<file path="src/rtl/bus_pkg.sv">
// Shared definitions for the data-bus controller slice.
//   - Default bus geometry used as parameter defaults.
//   - Device index constants for the standard device map.
//   - FSM state type for the controller.
package bus_pkg;

  localparam int unsigned BUS_DATA_W   = 16;
  localparam int unsigned BUS_ADDR_W   = 16;
  localparam int unsigned BUS_DEV_BITS = 4;

  localparam int unsigned DEV_MEM = 0;
  localparam int unsigned DEV_FP  = 1;

  typedef enum logic [1:0] {
    IDLE,
    ACCESS,
    ERR
  } bus_state_t;

endpackage

</file>
<file path="src/rtl/bus_addr_decode.sv">
// Combinational address decoder for the data bus.
//   DataAddr : CPU address
//   dev      : device index (upper DEV_BITS of DataAddr)
//   mapped   : dev selects an attached device (dev < NUM_DEV)
//   dev_sel  : one-hot select, all-zero when unmapped
//   dev_addr : device-local address (lower address bits)
import bus_pkg::*;

module bus_addr_decode #(
  parameter int unsigned ADDR_W   = BUS_ADDR_W,
  parameter int unsigned DEV_BITS = BUS_DEV_BITS,
  parameter int unsigned NUM_DEV  = 2
) (
  input  logic [ADDR_W-1:0]          DataAddr,
  output logic [DEV_BITS-1:0]        dev,
  output logic                       mapped,
  output logic [NUM_DEV-1:0]         dev_sel,
  output logic [ADDR_W-DEV_BITS-1:0] dev_addr
);

  always_comb begin
    dev      = DataAddr[ADDR_W-1 -: DEV_BITS];
    dev_addr = DataAddr[ADDR_W-DEV_BITS-1:0];
    mapped   = (32'(dev) < NUM_DEV);
    dev_sel  = '0;
    for (int unsigned i = 0; i < NUM_DEV; i++) begin
      dev_sel[i] = mapped && (32'(dev) == i);
    end
  end

endmodule

</file>
<file path="src/rtl/data_bus_ctrl.sv">
// Data-bus controller between the pipeline data-memory port and NUM_DEV
// memory-mapped devices.
//   Clock/Resetn           : clock, async active-low reset
//   ReadData/WriteData     : CPU request strobes (write wins if both high)
//   BusIn/DataAddr         : CPU write data and address
//   BusOut                 : read data to CPU
//   Waitreq                : CPU holds its request while high
//   BusErr                 : one-cycle pulse on an erroring completion
//   ErrValid/ErrAddr/ErrClr: sticky first-error capture and its clear
//   DevSel/DevRead/DevWrite: one-hot select and strobes to devices
//   DevAddr/DevWData       : device-local address and write data
//   DevRData/DevWait       : flattened device read data and wait requests
import bus_pkg::*;

module data_bus_ctrl #(
  parameter int unsigned DATA_W   = BUS_DATA_W,
  parameter int unsigned ADDR_W   = BUS_ADDR_W,
  parameter int unsigned DEV_BITS = BUS_DEV_BITS,
  parameter int unsigned NUM_DEV  = 2,
  parameter int unsigned TIMEOUT  = 15
) (
  input  logic                       Clock,
  input  logic                       Resetn,
  input  logic                       ReadData,
  input  logic                       WriteData,
  input  logic [DATA_W-1:0]          BusIn,
  input  logic [ADDR_W-1:0]          DataAddr,
  output logic [DATA_W-1:0]          BusOut,
  output logic                       Waitreq,
  output logic                       BusErr,
  output logic                       ErrValid,
  output logic [ADDR_W-1:0]          ErrAddr,
  input  logic                       ErrClr,
  output logic [NUM_DEV-1:0]         DevSel,
  output logic                       DevRead,
  output logic                       DevWrite,
  output logic [ADDR_W-DEV_BITS-1:0] DevAddr,
  output logic [DATA_W-1:0]          DevWData,
  input  logic [NUM_DEV*DATA_W-1:0]  DevRData,
  input  logic [NUM_DEV-1:0]         DevWait
);

  localparam int unsigned CNT_W = $clog2(TIMEOUT + 1);
  localparam logic [CNT_W-1:0] CNT_LIMIT = CNT_W'(TIMEOUT);

  bus_state_t          state_q, state_d;
  logic [CNT_W-1:0]    wait_cnt_q, wait_cnt_d;
  logic [DATA_W-1:0]   last_rdata_q, last_rdata_d;
  logic                err_valid_q, err_valid_d;
  logic [ADDR_W-1:0]   err_addr_q, err_addr_d;

  logic [DEV_BITS-1:0] dec_dev;
  logic                dec_mapped;
  logic [NUM_DEV-1:0]  dec_sel;

  logic                req, is_rd, is_wr;
  logic                drive, complete;
  logic [DATA_W-1:0]   sel_rdata;
  logic                sel_wait;

  bus_addr_decode #(
    .ADDR_W   (ADDR_W),
    .DEV_BITS (DEV_BITS),
    .NUM_DEV  (NUM_DEV)
  ) u_decode (
    .DataAddr (DataAddr),
    .dev      (dec_dev),
    .mapped   (dec_mapped),
    .dev_sel  (dec_sel),
    .dev_addr (DevAddr)
  );

  // dec_dev is fully represented by dec_sel; it is kept for visibility only.
  logic unused_dev;
  assign unused_dev = ^dec_dev;

  // Mux the selected device's wait and read data through the one-hot select.
  always_comb begin
    sel_rdata = '0;
    sel_wait  = 1'b0;
    for (int unsigned i = 0; i < NUM_DEV; i++) begin
      if (dec_sel[i]) begin
        sel_rdata = DevRData[i*DATA_W +: DATA_W];
        sel_wait  = DevWait[i];
      end
    end
  end

  always_comb begin
    req   = ReadData | WriteData;
    is_wr = WriteData;
    is_rd = ReadData & ~WriteData;

    state_d    = state_q;
    wait_cnt_d = wait_cnt_q;
    drive      = 1'b0;
    complete   = 1'b0;
    Waitreq    = 1'b0;
    BusErr     = 1'b0;

    unique case (state_q)
      IDLE: begin
        if (req) begin
          if (dec_mapped) begin
            drive = 1'b1;
            if (sel_wait) begin
              Waitreq    = 1'b1;
              wait_cnt_d = CNT_W'(1);
              state_d    = ACCESS;
            end else begin
              complete = 1'b1;
            end
          end else begin
            BusErr = 1'b1;
          end
        end
      end
      ACCESS: begin
        if (!req || !dec_mapped) begin
          state_d    = IDLE;
          wait_cnt_d = '0;
        end else begin
          drive = 1'b1;
          if (!sel_wait) begin
            complete   = 1'b1;
            state_d    = IDLE;
            wait_cnt_d = '0;
          end else if (wait_cnt_q == CNT_LIMIT) begin
            Waitreq = 1'b1;
            state_d = ERR;
          end else begin
            Waitreq    = 1'b1;
            wait_cnt_d = wait_cnt_q + 1'b1;
          end
        end
      end
      ERR: begin
        BusErr     = 1'b1;
        state_d    = IDLE;
        wait_cnt_d = '0;
      end
      default: begin
        state_d    = IDLE;
        wait_cnt_d = '0;
      end
    endcase

    // Strobes and handshake outputs are forced low for the whole reset
    // assertion, not just from the next edge.
    if (!Resetn) begin
      drive    = 1'b0;
      complete = 1'b0;
      Waitreq  = 1'b0;
      BusErr   = 1'b0;
    end
  end

  always_comb begin
    DevSel   = drive ? dec_sel : '0;
    DevRead  = drive & is_rd;
    DevWrite = drive & is_wr;
    DevWData = BusIn;

    if (complete && is_rd) begin
      BusOut = sel_rdata;
    end else if (BusErr) begin
      BusOut = '0;
    end else begin
      BusOut = last_rdata_q;
    end

    last_rdata_d = (complete && is_rd) ? sel_rdata : last_rdata_q;

    err_valid_d = err_valid_q;
    err_addr_d  = err_addr_q;
    if (ErrClr) begin
      err_valid_d = 1'b0;
      err_addr_d  = '0;
    end else if (BusErr && !err_valid_q) begin
      err_valid_d = 1'b1;
      err_addr_d  = DataAddr;
    end

    ErrValid = err_valid_q;
    ErrAddr  = err_addr_q;
  end

  always_ff @(posedge Clock or negedge Resetn) begin
    if (!Resetn) begin
      state_q      <= IDLE;
      wait_cnt_q   <= '0;
      last_rdata_q <= '0;
      err_valid_q  <= 1'b0;
      err_addr_q   <= '0;
    end else begin
      state_q      <= state_d;
      wait_cnt_q   <= wait_cnt_d;
      last_rdata_q <= last_rdata_d;
      err_valid_q  <= err_valid_d;
      err_addr_q   <= err_addr_d;
    end
  end

endmodule

</file>
<file path="config.mk">
export PLATFORM = sky130hd
export DESIGN_NAME = data_bus_ctrl
export DESIGN_NICKNAME = d
export VERILOG_FILES = /design/src/rtl/bus_pkg.sv /design/src/rtl/bus_addr_decode.sv /design/src/rtl/data_bus_ctrl.sv
export SDC_FILE = /design/constraint.sdc
export NUM_CORES = 1
export LEC_CHECK = 0
export ABC_AREA = 1
export BUFFER_PORTS_ARGS = -buffer_cell sky130_fd_sc_hd__buf_4
export CORE_ASPECT_RATIO = 0.75
export CORE_MARGIN = 10
export CORE_UTILIZATION = 40
export CTS_BUF_LIST = sky130_fd_sc_hd__clkbuf_16
export CTS_CLUSTER_DIAMETER = 100
export DETAILED_ROUTE_END_ITERATION = 8
export PLACE_DENSITY_LB_ADDON = 0.2
export SKIP_CTS_REPAIR_TIMING = 1
export SLEW_MARGIN = 25
export SYNTH_ARGS = -nofsm -noshare
export SYNTH_HDL_FRONTEND = slang
export SYNTH_SLANG_ARGS = --single-unit
</file>
<file path="constraint.sdc">
create_clock -name Clock -period 1.35 [get_ports Clock]
set_clock_uncertainty 0.2 [all_clocks]
set_input_delay 0.0675 -clock Clock [delete_from_list [all_inputs] [get_ports Clock]]
set_output_delay 0.0675 -clock Clock [all_outputs]
set_load 0.02 [all_outputs]
</file>
Word-level counts from Yosys, hierarchy flattened:

Cells that the tools add are included.
W data, S select, Z words.

* add/subtract/negate cells: 1
* eq/ne operators: 9
* reductions and logical operators: 13
* bitwise operators: 5
* multiplexer cells: 46
* magnitude comparators: 1

Operators by type and width (count)
* $mux W16: 6
* $mux W4: 6
* $mux W1: 21
* $mux W2: 7
* $ne A4 B4 Y1 const B: 2
* $pmux W1 S2: 4
* $pmux W4 S2: 1
* $reduce_and A4 Y1: 2
* $ne A2 B2 Y1 const B: 3
* $add A4 B1 Y4 const B: 1
* $eq A4 B1 Y1 const B: 1
* $eq A4 B4 Y1 const B: 1
* $logic_and A1 B1 Y1: 4
* $logic_not A4 Y1: 1
* $lt A4 B2 Y1 const B: 1
* $pmux W2 S2: 1
* $and A1 B1 Y1: 3
* $logic_not A1 Y1: 3
* $eq A2 B1 Y1 const B: 1
* $eq A2 B2 Y1 const B: 1
* $logic_not A2 Y1: 1
* $reduce_bool A2 Y1: 1
* $logic_or A1 B1 Y1: 1
* $not A1 Y1: 1
* $or A1 B1 Y1: 1

* logic and storage cells: 80
* output and inout bits: 67
* input port bits: 71
* register bits: 39

Longest topological paths before layout:

* depth after elaboration: 11
* gate-level depth with buffers: 10
* gate-level depth less buffers: 10

Hierarchy:

A second synthesis with hierarchy kept.

* cell total of the unflattened synthesis: 326
* area, all modules: 2519.9 um^2

By module, submodules not included
* data_bus_ctrl: cells each 300, area each 2347.3 um^2, times used 1
* bus_addr_decode: cells each 26, area each 172.7 um^2, times used 1

Worst setup path after synthesis:

No wires, ideal clock.

* path kind: reg-to-output
* start: register state_q[1]
* end: output port BusOut[10]
* stages on the path, launching flop included: 9
* path slack: -0.291 ns
* arrival: 1.374 ns
* buffers on the path: 1
* cells stage by stage: dfrtp_1 inv_1 nand2_1 nor2_1 nand3b_2 nor2_4 buf_6 nand2_1 a21oi_2

* cells in the longest elaborated chain, start to end: 5

Ends and longest elaborated chain
* start, declared: line data_bus_ctrl.sv:46 `bus_state_t state_q, state_d;`
* start signal, assigned: line data_bus_ctrl.sv:196 `state_q <= state_d;`
* $eq A2 B2 Y1, or another cell as far along: line data_bus_ctrl.sv:101 `unique case (state_q)`
* $pmux W1 S2: line data_bus_ctrl.sv:101
* $mux W1: line data_bus_ctrl.sv:150 `if (!Resetn) begin`
* $mux W16 or $logic_and A1 B1 Y1 (tied branches): line data_bus_ctrl.sv:166, data_bus_ctrl.sv:164
* $mux W16 (*): line data_bus_ctrl.sv:164 `if (complete && is_rd) begin`
* end, declared: line data_bus_ctrl.sv:28 `output logic [DATA_W-1:0] BusOut,`

Every way passes the cells marked *; elsewhere a longest branch is shown, timed or not.

Final worst setup path:

* start: register state_q[1]
* end: output port BusOut[14]

The elaborated chain is that of the path after synthesis.

==> Flow_metrics.wiki <==
{| class="wikitable"
! Metric !! Value
|-
| Final worst path period need || 2.04 ns
|-
| Count of final hold-check violations || 10
|-
| Finish-stage setup viols || 60
|-
| Crit path kind || reg -> out
|-
| Global Route Usage Sum || 15.4%
|-
| Max capacitance violation total || 0
|-
| Clock tree buffer depth || 2
|-
| Critical Path Sink Type || output pin
|-
| Worst Setup Start Kind || register
|-
| CTS clock-pin slew for the worst setup and hold paths || 0.06 ns
|-
| Number of violations reported at the end of detailed-routing iteration 0 || 108
|-
| N_diodes || 0
|-
| Vias in the first global route || 2468
|-
| Signal arrival time at the worst endpoint || 1.77 ns
|-
| Relative area change from synthesis to final layout || 81.0%
|-
| Crit path buf inv count || 3
|-
| Largest stage delay on the critical path || 0.40 ns
|-
| Via-to-Cell Ratio || 4.97
|-
| Area of the core || 5890 um2
|-
| Most frequent standard cell in the layout excluding fill and tap cells || sky130_fd_sc_hd__buf_4
|-
| Post-synthesis cell count || 316
|-
| Result of the run || finished, violations left
|-
| Wire length reported by the detailed router || 9290 um
|-
| Commonest cells after routing, fill and taps aside || sky130_fd_sc_hd__buf_4 (123), sky130_fd_sc_hd__nand2_1 (66), sky130_fd_sc_hd__nand3_1 (53)
|-
| Post-detailed-placement half-perimeter wirelength || 6100 um
|-
| Buffers on Ports || 105
|-
| Slew at the pin closest to its max-slew limit || 0.290 ns
|-
| Top Family by Delay on Critical Path || simple AND/OR/NAND/NOR gates
|-
| Worst slew margin relative to its limit || 80.6%
|-
| Critical Path, Cell by Cell || inv_2 > nand2_4 > nor2_4 > nand3b_4 > nor2_4 > clkbuf_16 > nand2_2 > a21oi_4 > buf_6
|-
| Cell Pwr Density || 836 nW/um2
|-
| Maximum number of pins on one net before global-route repair || 29
|-
| Last weighted congestion value of the routability-driven placer || 0.879
|-
| Wire length of the first global-routing pass || 12600 um
|-
| Layout cells sized above 1 || 51.4%
|-
| Die height || 88 um
|-
| Slack of the critical path || -0.687 ns
|-
| Average wire per standard cell || 17.1 um
|-
| CTS tree || yes
|-
| Die width || 111 um
|-
| Number of levels the H-tree was split into || 2
|-
| Final total negative setup slack || -22.35 ns
|-
| Maximum ir drop on the vdd rail || 0.489 mV
|-
| Total I/O pin count || 138
|-
| Mean instance size in the synthesized netlist || 7.80 um2
|-
| Number of flip-flops and latches in the synthesized netlist || 39
|-
| # clock sinks || 39
|-
| Post-Syn Nets || 388
|-
| Met2 Use GR || 25.1%
|-
| Number of nets with antenna violations after detailed routing || 0
|-
| Vias || 2697
|-
| Period Utilization, post-route || 151%
|-
| Worst Path Max Fanout || 8
|-
| FP Rows || 24
|-
| Worst Hold Class || in -> reg
|-
| Initial antenna violation count || 0
|-
| Proportion of synthesized chip area in sequential cells || 39.6%
|-
| RSZ-0062 raised after global routing || yes
|-
| Final slew viol count || 0
|-
| Most used cell, CP || sky130_fd_sc_hd__nor2_4
|-
| Area of the die || 9740 um2
|-
| Final-stage net count || 536
|-
| Slowest library cell on the worst path || sky130_fd_sc_hd__dfrtp_1
|-
| Utilization after layout || 75.9%
|-
| Most Used Layer, Global Route || met2
|-
| Skew-Pair Late Insertion Delay || 0.28 ns
|-
| Required time of the critical path || 1.08 ns
|-
| Synthesized area || 2470 um2
|-
| Leakage power total || 2.30 nW
|-
| Worst hold slack across all endpoints || -0.0256 ns
|-
| Clock Tree Root || sky130_fd_sc_hd__clkbuf_16
|-
| Grt total ovfl || 0
|-
| Yosys warns || 0
|-
| Drt first pass iters || 4
|-
| Met1 Resource Use GR || 18.7%
|-
| Initial cell density of the core || 41.9%
|-
| Post-route DRC violation count || 0
|-
| Number of buffers created by CTS || 5
|-
| Distinct cells, synth || 27
|-
| Violated checks || negative hold slack, negative setup slack
|-
| Maximum clock frequency || 491 MHz
|-
| Met3 routing resource usage after global routing || 5.60%
|}
==> state kept, by name (all words and copies together) (netlist names) <==
signal	count
state_q	2
ErrValid	1
ErrAddr	16
wait_cnt_q	4
last_rdata_q	16
==> through the flow <==
step           power [W]  std cells  area (um2)  setup WS (ns)  hold slack, ns
2_1_floorplan    0.00171        316        2630         -0.246          -0.428
3_3_place_gp     0.00199        493        3510         -0.332          -0.179
3_5_place_dp     0.00200        493        3510         -0.358          -0.180
4_1_cts          0.00356        501        3700         -0.670          -0.482
5_1_grt          0.00386        543        4460         -0.779         0.00213
6_report         0.00373        543        4460         -0.687         -0.0256
==> path summary, 6_finish.rpt <==
check	endpoint	startpoint	depth (start not counted)	slack, ns
worst max-delay path	BusOut[14]	state_q[1]	9	-0.69
worst min-delay path	last_rdata_q[14]	DevRData[30]	5	-0.03
worst max register to register	last_rdata_q[15]	state_q[1]	9	-0.32
worst min register to register	last_rdata_q[2]	last_rdata_q[2]	2	0.30
max in group asynchronous	last_rdata_q[14]	Resetn	4	0.29
min in group asynchronous	ErrAddr[1]	Resetn	3	0.18
==> report_power, final <==
part	leakage [nW]	switching, W	total [W]	internal (W)
clock	0.0900	0.000504	0.00156	0.00106
combinational	1.67	0.000484	0.000903	0.000419
sequential	0.531	0.0000378	0.00126	0.00123
==> logic make-up (layout without fill, tap and decap cells) <==
group / after synthesis / in the layout / synth area share (%)
AOI/OAI and AO/OA: 21 / 21 / 5.83
buffers and inverters: 61 / 208 / 15.4
adders and majority gates: 1 / 1 / 0.507
DFF: 39 / 39 / 39.6
xor gates and xnor gates: 2 / 2 / 0.710
and+or+nand+nor: 192 / 194 / 37.9
==> worst min-delay path: cells and delay by family <==
family,cells,cell delay [ns]
AND/OR/NAND/NOR,4,0.27
buffers and inverters,1,0.08
==> per-layer routing <==
metal / share of wire, % / wire [um]
met1: 41 / 3770
met2: 50 / 4680
met3: 8.1 / 757
met4: 0.94 / 87
met5: 0 / 0
==> Yosys cell counts, drive strengths merged <==
master  instances  area share [%]
nand4          18             4.8
nand3          55              11
o21ai           3            0.61
o22ai           1            0.25
buf            38              12
inv            17             2.6
dfrtp          39              40
ha              1            0.51
nand2         103              18
clkinv          1            0.15
clkbuf          5            0.76
nand3b          1            0.46
a21oi          17             5.0
nor2           15             3.8
xor2            1            0.36
xnor2           1            0.36
==> area by class of cell <==
class | instances | area [um2]
clock inverter | 3 | 67.6
timing repair buffer | 182 | 1590
multi-input combinational | 218 | 1530
fill | 412 | 1420
tap | 78 | 97.6
inverter | 18 | 78.8
sequential | 39 | 977
clock buffer | 5 | 125
No activity file was read; power rests on OpenSTA's default activity.
